**src/rtl/pwm_ctrl_pkg.sv**
```systemverilog
// Shared definitions for the PWM control path: FSM state encoding, config register
// map and reset defaults. The bridge register file imports this package as well.
package pwm_ctrl_pkg;

  typedef enum logic [1:0] {
    ST_IDLE     = 2'd0,
    ST_RAMP     = 2'd1,
    ST_REGULATE = 2'd2,
    ST_FAULT    = 2'd3
  } pwm_state_t;

  localparam logic [1:0] CFG_ADDR_TARGET      = 2'd0;
  localparam logic [1:0] CFG_ADDR_FB_INTERVAL = 2'd1;
  localparam logic [1:0] CFG_ADDR_CONTROL     = 2'd2;

  localparam int CTRL_RUN_BIT       = 0;
  localparam int CTRL_FAULT_CLR_BIT = 1;

  localparam logic [15:0] TARGET_STEP_RST = 16'd16384;
  localparam logic [15:0] FB_INTERVAL_RST = 16'd100;

  // 17-bit add so a carry out of bit 15 clamps instead of wrapping to a small step.
  function automatic logic [15:0] sat_add(input logic [15:0] base,
                                          input logic [15:0] inc,
                                          input logic [15:0] limit);
    logic [16:0] sum;
    sum = {1'b0, base} + {1'b0, inc};
    if (sum[16] || (sum[15:0] > limit)) return limit;
    return sum[15:0];
  endfunction

endpackage

```
**src/rtl/pwm_soft_start_sequencer_if.sv**
```systemverilog
// Config/feedback inputs and generator-control outputs of the soft-start sequencer.
// master = register file / feedback side, slave = sequencer.
interface pwm_soft_start_sequencer_if;
  logic        cfg_wr;
  logic [1:0]  cfg_addr;
  logic [15:0] cfg_data;
  logic        fb_filt;
  logic [15:0] clock_step;
  logic [15:0] fb_interval;
  logic        pwm_en;
  logic [1:0]  state_o;
  logic        fault;

  modport master (
    output cfg_wr, cfg_addr, cfg_data, fb_filt,
    input  clock_step, fb_interval, pwm_en, state_o, fault
  );

  modport slave (
    input  cfg_wr, cfg_addr, cfg_data, fb_filt,
    output clock_step, fb_interval, pwm_en, state_o, fault
  );
endinterface

```
**src/rtl/pwm_ramp_unit.sv**
```systemverilog
// Soft-start datapath: tick divider plus saturating step adder. Produces the next
// clock_step value from the current one; the owning FSM decides when to take it.
module pwm_ramp_unit
  import pwm_ctrl_pkg::*;
#(
  parameter int          RAMP_DIV = 1024,
  parameter logic [15:0] RAMP_INC = 16'd64
) (
  input  logic        clock,
  input  logic        reset,
  input  logic        start,
  input  logic        active,
  input  logic [15:0] load_val,
  input  logic [15:0] target,
  input  logic [15:0] cur,
  output logic [15:0] step,
  output logic        done
);

  localparam int               DIV_W    = (RAMP_DIV > 1) ? $clog2(RAMP_DIV) : 1;
  localparam logic [DIV_W-1:0] DIV_LAST = DIV_W'(RAMP_DIV - 1);

  logic [DIV_W-1:0] div_cnt;
  logic             tick;

  assign tick = active && (div_cnt == DIV_LAST);

  // Cleared on RAMP entry and outside RAMP so every ramp starts a full interval.
  always_ff @(posedge clock or posedge reset) begin
    if (reset) begin
      div_cnt <= '0;
    end else if (start || !active || tick) begin
      div_cnt <= '0;
    end else begin
      div_cnt <= div_cnt + 1'b1;
    end
  end

  // NOTE: every branch assigns step, so this stays combinational with no latch.
  always_comb begin
    if (start) begin
      step = (load_val >= target) ? target : load_val;
    end else if (tick) begin
      step = sat_add(cur, RAMP_INC, target);
    end else begin
      step = cur;
    end
  end

  assign done = (cur == target);

endmodule

```
**src/rtl/pwm_soft_start_sequencer.sv**
```systemverilog
// Run-time controller for the PWM generator: config registers, soft-start ramp,
// regulation with feedback-loss timeout, and a sticky fault latch.
module pwm_soft_start_sequencer
  import pwm_ctrl_pkg::*;
#(
  parameter logic [15:0] STEP_START = 16'd512,
  parameter int          RAMP_DIV   = 1024,
  parameter logic [15:0] RAMP_INC   = 16'd64,
  parameter int          FB_TIMEOUT = 2**20
) (
  input  logic                         clock,
  input  logic                         reset,
  pwm_soft_start_sequencer_if.slave    bus
);

  localparam int              TO_W    = (FB_TIMEOUT > 1) ? $clog2(FB_TIMEOUT) : 1;
  localparam logic [TO_W-1:0] TO_LAST = TO_W'(FB_TIMEOUT - 1);

  pwm_state_t      state;
  logic [15:0]     target_step;
  logic [15:0]     fb_interval;
  logic [15:0]     clock_step;
  logic            run;
  logic            pwm_en;
  logic            fault;
  logic [TO_W-1:0] to_cnt;

  logic        wr_target, wr_interval, wr_ctrl;
  logic        run_stop, fault_clr, fb_expired;
  logic        ramp_start, ramp_done;
  logic [15:0] ramp_step;

  assign wr_target   = bus.cfg_wr && (bus.cfg_addr == CFG_ADDR_TARGET);
  assign wr_interval = bus.cfg_wr && (bus.cfg_addr == CFG_ADDR_FB_INTERVAL);
  assign wr_ctrl     = bus.cfg_wr && (bus.cfg_addr == CFG_ADDR_CONTROL);
  assign run_stop    = wr_ctrl && !bus.cfg_data[CTRL_RUN_BIT];
  assign fault_clr   = wr_ctrl && bus.cfg_data[CTRL_FAULT_CLR_BIT];
  assign fb_expired  = !bus.fb_filt && (to_cnt == TO_LAST);
  assign ramp_start  = (state == ST_IDLE) && run && !fault;

  pwm_ramp_unit #(
    .RAMP_DIV (RAMP_DIV),
    .RAMP_INC (RAMP_INC)
  ) u_ramp (
    .clock    (clock),
    .reset    (reset),
    .start    (ramp_start),
    .active   (state == ST_RAMP),
    .load_val (STEP_START),
    .target   (target_step),
    .cur      (clock_step),
    .step     (ramp_step),
    .done     (ramp_done)
  );

  // NOTE: registers use <= so every flop samples the pre-edge values of the others.
  always_ff @(posedge clock or posedge reset) begin
    if (reset) begin
      target_step <= TARGET_STEP_RST;
      fb_interval <= FB_INTERVAL_RST;
      run         <= 1'b0;
    end else begin
      if (wr_target)   target_step <= bus.cfg_data;
      if (wr_interval) fb_interval <= bus.cfg_data;
      if (wr_ctrl)     run         <= bus.cfg_data[CTRL_RUN_BIT];
    end
  end

  always_ff @(posedge clock or posedge reset) begin
    if (reset) begin
      state      <= ST_IDLE;
      clock_step <= '0;
      pwm_en     <= 1'b0;
      fault      <= 1'b0;
      to_cnt     <= '0;
    end else begin
      case (state)
        ST_IDLE: begin
          to_cnt <= '0;
          if (ramp_start) begin
            state      <= ST_RAMP;
            clock_step <= ramp_step;
            pwm_en     <= 1'b1;
          end
        end
        ST_RAMP: begin
          if (run_stop || !run) begin
            state      <= ST_IDLE;
            clock_step <= '0;
            pwm_en     <= 1'b0;
          end else begin
            clock_step <= ramp_step;
            if (ramp_done) state <= ST_REGULATE;
          end
        end
        ST_REGULATE: begin
          // Loss of regulation outranks a simultaneous stop request.
          if (fb_expired) begin
            state      <= ST_FAULT;
            fault      <= 1'b1;
            clock_step <= '0;
            pwm_en     <= 1'b0;
            to_cnt     <= '0;
          end else if (run_stop || !run) begin
            state      <= ST_IDLE;
            clock_step <= '0;
            pwm_en     <= 1'b0;
            to_cnt     <= '0;
          end else begin
            clock_step <= target_step;
            to_cnt     <= bus.fb_filt ? '0 : to_cnt + 1'b1;
          end
        end
        ST_FAULT: begin
          if (fault_clr) begin
            state <= ST_IDLE;
            fault <= 1'b0;
          end
        end
        default: state <= ST_IDLE;
      endcase
    end
  end

  assign bus.clock_step  = clock_step;
  assign bus.fb_interval = fb_interval;
  assign bus.pwm_en      = pwm_en;
  assign bus.state_o     = state;
  assign bus.fault       = fault;

endmodule

```
**src/flat_wrapper.sv**
```systemverilog
// flat-port wrapper written by rule: the top's interface ports become plain ports
module pwm_soft_start_sequencer_flat import pwm_ctrl_pkg::*;
#(
  parameter logic [15:0] STEP_START = 16'd512,
  parameter int          RAMP_DIV   = 1024,
  parameter logic [15:0] RAMP_INC   = 16'd64,
  parameter int          FB_TIMEOUT = 2**20
)
  (clock, reset, bus_cfg_wr, bus_cfg_addr, bus_cfg_data, bus_fb_filt, bus_clock_step, bus_fb_interval, bus_pwm_en, bus_state_o, bus_fault);
  pwm_soft_start_sequencer_if bus_i ();
  input  logic clock;
  input  logic reset;
  input wire logic [$bits(bus_i.cfg_wr)-1:0] bus_cfg_wr;
  input wire logic [$bits(bus_i.cfg_addr)-1:0] bus_cfg_addr;
  input wire logic [$bits(bus_i.cfg_data)-1:0] bus_cfg_data;
  input wire logic [$bits(bus_i.fb_filt)-1:0] bus_fb_filt;
  output wire logic [$bits(bus_i.clock_step)-1:0] bus_clock_step;
  output wire logic [$bits(bus_i.fb_interval)-1:0] bus_fb_interval;
  output wire logic [$bits(bus_i.pwm_en)-1:0] bus_pwm_en;
  output wire logic [$bits(bus_i.state_o)-1:0] bus_state_o;
  output wire logic [$bits(bus_i.fault)-1:0] bus_fault;
  assign bus_i.cfg_wr = bus_cfg_wr;
  assign bus_i.cfg_addr = bus_cfg_addr;
  assign bus_i.cfg_data = bus_cfg_data;
  assign bus_i.fb_filt = bus_fb_filt;
  assign bus_clock_step = bus_i.clock_step;
  assign bus_fb_interval = bus_i.fb_interval;
  assign bus_pwm_en = bus_i.pwm_en;
  assign bus_state_o = bus_i.state_o;
  assign bus_fault = bus_i.fault;
  pwm_soft_start_sequencer #(.STEP_START(STEP_START), .RAMP_DIV(RAMP_DIV), .RAMP_INC(RAMP_INC), .FB_TIMEOUT(FB_TIMEOUT)) u_core (.clock(clock), .reset(reset), .bus(bus_i));
endmodule
```
**config.mk**
```make
export PLATFORM = sky130hd
export DESIGN_NAME = pwm_soft_start_sequencer_flat
export DESIGN_NICKNAME = d
export VERILOG_FILES = /design/src/rtl/pwm_ctrl_pkg.sv /design/src/rtl/pwm_soft_start_sequencer_if.sv /design/src/rtl/pwm_ramp_unit.sv /design/src/rtl/pwm_soft_start_sequencer.sv /design/src/flat_wrapper.sv
export SDC_FILE = /design/constraint.sdc
export NUM_CORES = 1
export LEC_CHECK = 0
export CORE_MARGIN = 4
export CORE_UTILIZATION = 61
export DETAILED_ROUTE_END_ITERATION = 6
export PLACE_DENSITY_LB_ADDON = 0.15
export REMOVE_ABC_BUFFERS = 1
export SLEW_MARGIN = 20
export SYNTH_ARGS = -nofsm -noshare
export SYNTH_HDL_FRONTEND = slang
export SYNTH_SLANG_ARGS = --single-unit
export TNS_END_PERCENT = 20
```
**constraint.sdc**
```tcl
create_clock -name clock -period 6.4 [get_ports clock]
set_input_delay 1.92 -clock clock [delete_from_list [all_inputs] [get_ports clock]]
set_output_delay 1.92 -clock clock [all_outputs]
set_load 0.005 [all_outputs]
```
Yosys cells after proc, flatten, opt, wreduce, memory -nomap -nowiden
Index checks and enable logic that the tools add are counted.

word-level totals
  register bits after elaboration = 83
  bits of input ports = 22
  output and inout bits = 36

operators by class
  add/sub/neg operators = 3
  $lt $le $gt $ge = 2
  equality and inequality tests = 13
  mux-type cells = 32
  reductions and logical operators = 26

operators by type and width
  cell                                                                                  number
  16-bit 2-to-1 mux                                                                     9
  20-bit 2-to-1 mux                                                                     3
  16-bit one-hot mux with 3 select lines                                                1
  20-bit one-hot mux with 2 select lines                                                1
  20-bit by 1-bit adder with 20-bit output, second input constant                       1
  20-bit == test, second input constant                                                 1
  16-bit by 7-bit adder with 17-bit output, second input constant                       1
  16-bit == test                                                                        1
  10-bit by 16-bit greater-or-equal comparator with 1-bit output, first input constant  1
  16-bit > comparator                                                                   1
  2-bit 2-to-1 mux                                                                      6
  10-bit by 1-bit adder with 10-bit output, second input constant                       1
  10-bit == test, second input constant                                                 1
  10-bit 2-to-1 mux                                                                     1
  1-bit logical AND                                                                     9
  1-bit 2-to-1 mux                                                                      8
  2-bit one-hot mux with 4 select lines                                                 1
  2-bit == test, second input constant                                                  3
  3-bit by 1-bit != test with 1-bit output, second input constant                       2
  1-bit logical NOT                                                                     5
  2-bit by 1-bit == test with 1-bit output, second input constant                       2
  2-bit logical NOT                                                                     2
  1-bit logical OR                                                                      4
  2-bit by 1-bit != test with 1-bit output, second input constant                       2
  8 further kinds                                                                       9

Longest topological paths before layout
  depth after elaboration = 11
  mapped depth = 14
  mapped depth without buffers = 12

Cells and area by module
A second synthesis with hierarchy kept.

unflattened totals
  cell total of the unflattened synthesis = 583
  area, all modules = 5646.7 µm²

modules (own cells, without submodules)
  module                    times used  cells each  area an instance (µm²)  seq. area each (µm²)
  pwm_soft_start_sequencer  1           295         3440.8                  1831.8
  pwm_ramp_unit             1           288         2205.9                  250.2

Worst setup path after synthesis
Ideal clock, no wire load.

  kind = in2reg
  start point = in bus_cfg_addr[0]
  end point = reg u_core.clock_step[15], in the netlist u_core.bus.clock_step[15]
  arrival time = 3437 ps
  path slack = 2837 ps
  cell stages on the path = 7
  buffers on the path = 1
  cells stage by stage = nand4bb_1 > a31oi_1 > nor2_1 > clkbuf_1 > a31oi_1 > nor2_1 > a221o_1

on the way
  longest elaborated chain between the ends = 7

ends and longest elaborated chain
  what                                      line                                                             source
  from (decl)                               flat_wrapper.sv:14                                               input wire logic [$bits(bus_i.cfg_addr)-1:0] bus_cfg_addr;
  2-bit == test *                           pwm_soft_start_sequencer.sv:35                                   assign wr_ctrl = bus.cfg_wr && (bus.cfg_addr == CFG_ADDR_CONTROL);
  1-bit logical AND *                       pwm_soft_start_sequencer.sv:35
  1-bit logical AND *                       pwm_soft_start_sequencer.sv:36                                   assign run_stop = wr_ctrl && !bus.cfg_data[CTRL_RUN_BIT];
  1-bit logical OR *                        pwm_soft_start_sequencer.sv:87, pwm_soft_start_sequencer.sv:104
  16-bit 2-to-1 mux                         pwm_soft_start_sequencer.sv:104                                  end else if (run_stop || !run) begin
  16-bit 2-to-1 mux                         pwm_soft_start_sequencer.sv:98                                   if (fb_expired) begin
  16-bit one-hot mux with 3 select lines *  pwm_soft_start_sequencer.sv:77                                   case (state)
  to (signal assigned)                      pwm_soft_start_sequencer.sv:82                                   clock_step <= ramp_step;
  to (signal assigned)                      pwm_soft_start_sequencer.sv:92                                   clock_step <= ramp_step;
  to (signal assigned)                      pwm_soft_start_sequencer.sv:110                                  clock_step <= target_step;
  to (decl)                                 pwm_soft_start_sequencer.sv:22                                   logic [15:0] clock_step;

Mark *: on every way between the ends. The rest lies on a longest branch, timed or not.
A chain may end at the register's enable or synchronous reset.

Worst setup path after layout
  start point = in bus_cfg_addr[0]
  end point = reg u_core.clock_step[4], in the netlist u_core.bus.clock_step[4]

Same word-level chain as after synthesis.

==> results.json <==
{
  "tightest_slew_ps": 856,
  "p_sw_w": 0.000761,
  "ys_ff_latch": 83,
  "layout_common_cells": "dfrtp_1, nand2_1, o21ai_0",
  "io_pins": 58,
  "crit_start": "bus_cfg_addr[0]",
  "yosysWarnings": 0,
  "finalHoldViolations": 0,
  "grt_pass1_vias": 4111,
  "rrSetupSlack_ps": 2410,
  "finalCritPeriodShare_pct": 66.6,
  "final_core_util_pct": 73.9,
  "final_common_cell": "dfrtp_1",
  "ir_drop_v": 0.000183,
  "ys_types": 60,
  "hold_start": "u_core.u_ramp.div_cnt[0]",
  "reg2reg_from": "u_core.bus.clock_step[8]",
  "clock_latency_ps": 360,
  "gp_congestion": 0.947,
  "synth_area_um2": 4850,
  "reg2reg_to": "u_core.bus.clock_step[7]",
  "slew_headroom_pct": 42.8,
  "diodes": 0,
  "portBuffers": 57,
  "rsz0062_at_grt": "false",
  "ant_nets": 0,
  "status": "finished clean",
  "hold_path_depth": 1,
  "setup_violations": 0,
  "clock-root-buffer": "clkbuf_8",
  "cts.sinks": 83,
  "antenna_found_initial": 0,
  "synth-seq-area-share_pct": 43.0,
  "syn_inst": 536,
  "path_class": "input pin to register",
  "max_freq_mhz": 235,
  "avgSynthCellArea_um2": 9.04,
  "hold_class": "register to register",
  "worstPathMaxFanout": 12,
  "swShare_pct": 39.3,
  "cts_buffers": 9,
  "seqPwrFrac_pct": 37.6,
  "p_int_w": 0.00118,
  "postCtsHoldBufs": 0,
  "cp-end-kind": "register",
  "fin_tns_setup_ps": 0,
  "vias_per_cell": 6.29,
  "start_util_pct": 62.7,
  "drtIter0Drc": 388,
  "placed_cells": 678,
  "stdcell_count": 693,
  "ys.flop_type": "dfrtp_1",
  "grt_pass1_wl_um": 20800,
  "synth_simple_gate_area_share_pct": 20.3,
  "grt_max_degree": 45,
  "synthAdderAreaFrac_pct": 6.20,
  "design_area_um2": 5710,
  "p_comb_share_pct": 41.5,
  "clk_path_buf_depth": 2,
  "layout-drive-gt1-share_pct": 7.95,
  "worstRegToRegCells": 12,
  "std_cell_rows": 32,
  "synth_mux_area_share_pct": 4.18,
  "synth-compound-area-share_pct": 18.1,
  "vias": 4359,
  "placed_area_um2": 5500,
  "firstDrtPassIters": 5,
  "die_h_um": 97.1,
  "critPathArrivalTime_ps": 4540,
  "drv_cap": 0,
  "critPathLaunchType": "input pin",
  "nets": 633,
  "cts.clk_slew.worst_paths_ps": 80,
  "nFillCells": 552,
  "p_leak_nw": 2.42,
  "core_um2": 7730,
  "synth_xor_area_share_pct": 4.70,
  "cts_resized": 0,
  "holdPathEnd": "u_core.u_ramp.div_cnt[0]",
  "min_period_ps": 4260,
  "drc": 0,
  "tritoncts": "done",
  "htree_levels": 3,
  "critPathRequiredTime_ps": 6680,
  "routedWlPerCell_um": 18.3,
  "wirelength_um": 12600,
  "p_clk_share_pct": 21.0,
  "synthArstFlopShare_pct": 100,
  "synth_edf_count": 0,
  "grt-ovfl-total": 0,
  "areaGrowthSynthToFinish_pct": 17.8,
  "clock_skew_ps": 17.9,
  "drv_slew": 0,
  "synth_top_family_by_area": "simple AND/OR/NAND/NOR gates",
  "die_w_um": 97.1,
  "dp_hpwl_um": 9350,
  "cts_setup_buffers": 0,
  "p_per_area_nw_per_um2": 340,
  "track_usage_pct": 27.0,
  "die_area_um2": 9440
}
through the flow:
stage | hold WS [ps] | power [W] | setup slack [ps]
finish | 489 | 0.00194 | 2140
global route | 516 | 0.00206 | 2030
CTS | 490 | 0.00192 | 2250
detailed placement | 467 | 0.00151 | 1890
global placement | 456 | 0.00149 | 2000
floorplan | 438 | 0.00120 | 2350
power groups by stage:
| stage | combinational (W) | sequential (W) | clock, W |
|---|---|---|---|
| final | 0.000803 | 0.000729 | 0.000406 |
| after global routing | 0.000880 | 0.000744 | 0.000440 |
| after CTS | 0.000787 | 0.000725 | 0.000410 |
| after floorplan | 0.000485 | 0.000710 | 0 |
| after global placement | 0.000756 | 0.000733 | 0 |
| after detailed placement | 0.000774 | 0.000734 | 0 |
final cells by class:
class	instances	area, µm²	share of cell area (%)
clock buffers	11	131	2.30
flip-flops and latches	83	2080	36.5
clock inverters	4	76.3	1.34
inverters	25	95.1	1.67
well taps	102	128	2.24
repair buffers	60	593	10.4
multi-input cells	408	2600	45.6
cell families (layout without fill, tap and decap cells):
group | Yosys count | after routing
adders and majority gates | 24 | 24
muxes | 18 | 18
and+or+nand+nor | 200 | 200
buffers and inverters | 45 | 100
xor gates and xnor gates | 26 | 26
DFF | 83 | 83
AOI/OAI and AO/OA | 140 | 140
critical path, stage by stage:
cell	delay, ps
clkdlybuf4s50_1	540
nand4bb_1	210
a31oi_1	190
nor2_1	660
nand3_1	250
o22ai_1	520
a22o_1	250
state kept, by name (all words and copies together) (netlist names):
name	cells
u_core.bus.clock_step	16
u_core.bus.fault	1
u_core.bus.fb_interval	16
u_core.bus.pwm_en	1
u_core.bus.state_o	2
u_core.run	1
u_core.target_step	16
u_core.to_cnt	20
u_core.u_ramp.div_cnt	10
Yosys cell counts (all sizes together) (12+ instances only):
cell type  number  area share (%)
dfrtp          79              41
nand2          72             5.6
o21ai          62             6.4
nor2           40             3.1
inv            25             1.9
ha             24             6.2
a21oi          21             2.2
nand3          20             2.2
clkbuf         19             1.5
mux2           18             4.2
xor2           17             3.1
nor3           12             1.3
layer usage:
layer  part of all wire [%]  track usage [%]  up-vias
met5                      0                0        -
li1                       -                -     2030
met2                     47             43.2      210
met3                    7.4             5.38       28
met1                     45             38.6     2091
met4                    1.5             4.97        0
how the worst max path moves through the flow:
stage | slack, ps | endpoint | depth (start not counted)
floorplan | 2350 | u_core.bus.clock_step[0] | 1
global placement | 2000 | u_core.bus.clock_step[4] | 7
detailed placement | 1890 | u_core.bus.clock_step[4] | 7
CTS | 2250 | u_core.bus.clock_step[4] | 7
global route | 2030 | u_core.bus.clock_step[5] | 7
finish | 2140 | u_core.bus.clock_step[4] | 7
Note: power is estimated with default switching activity, not from simulation.
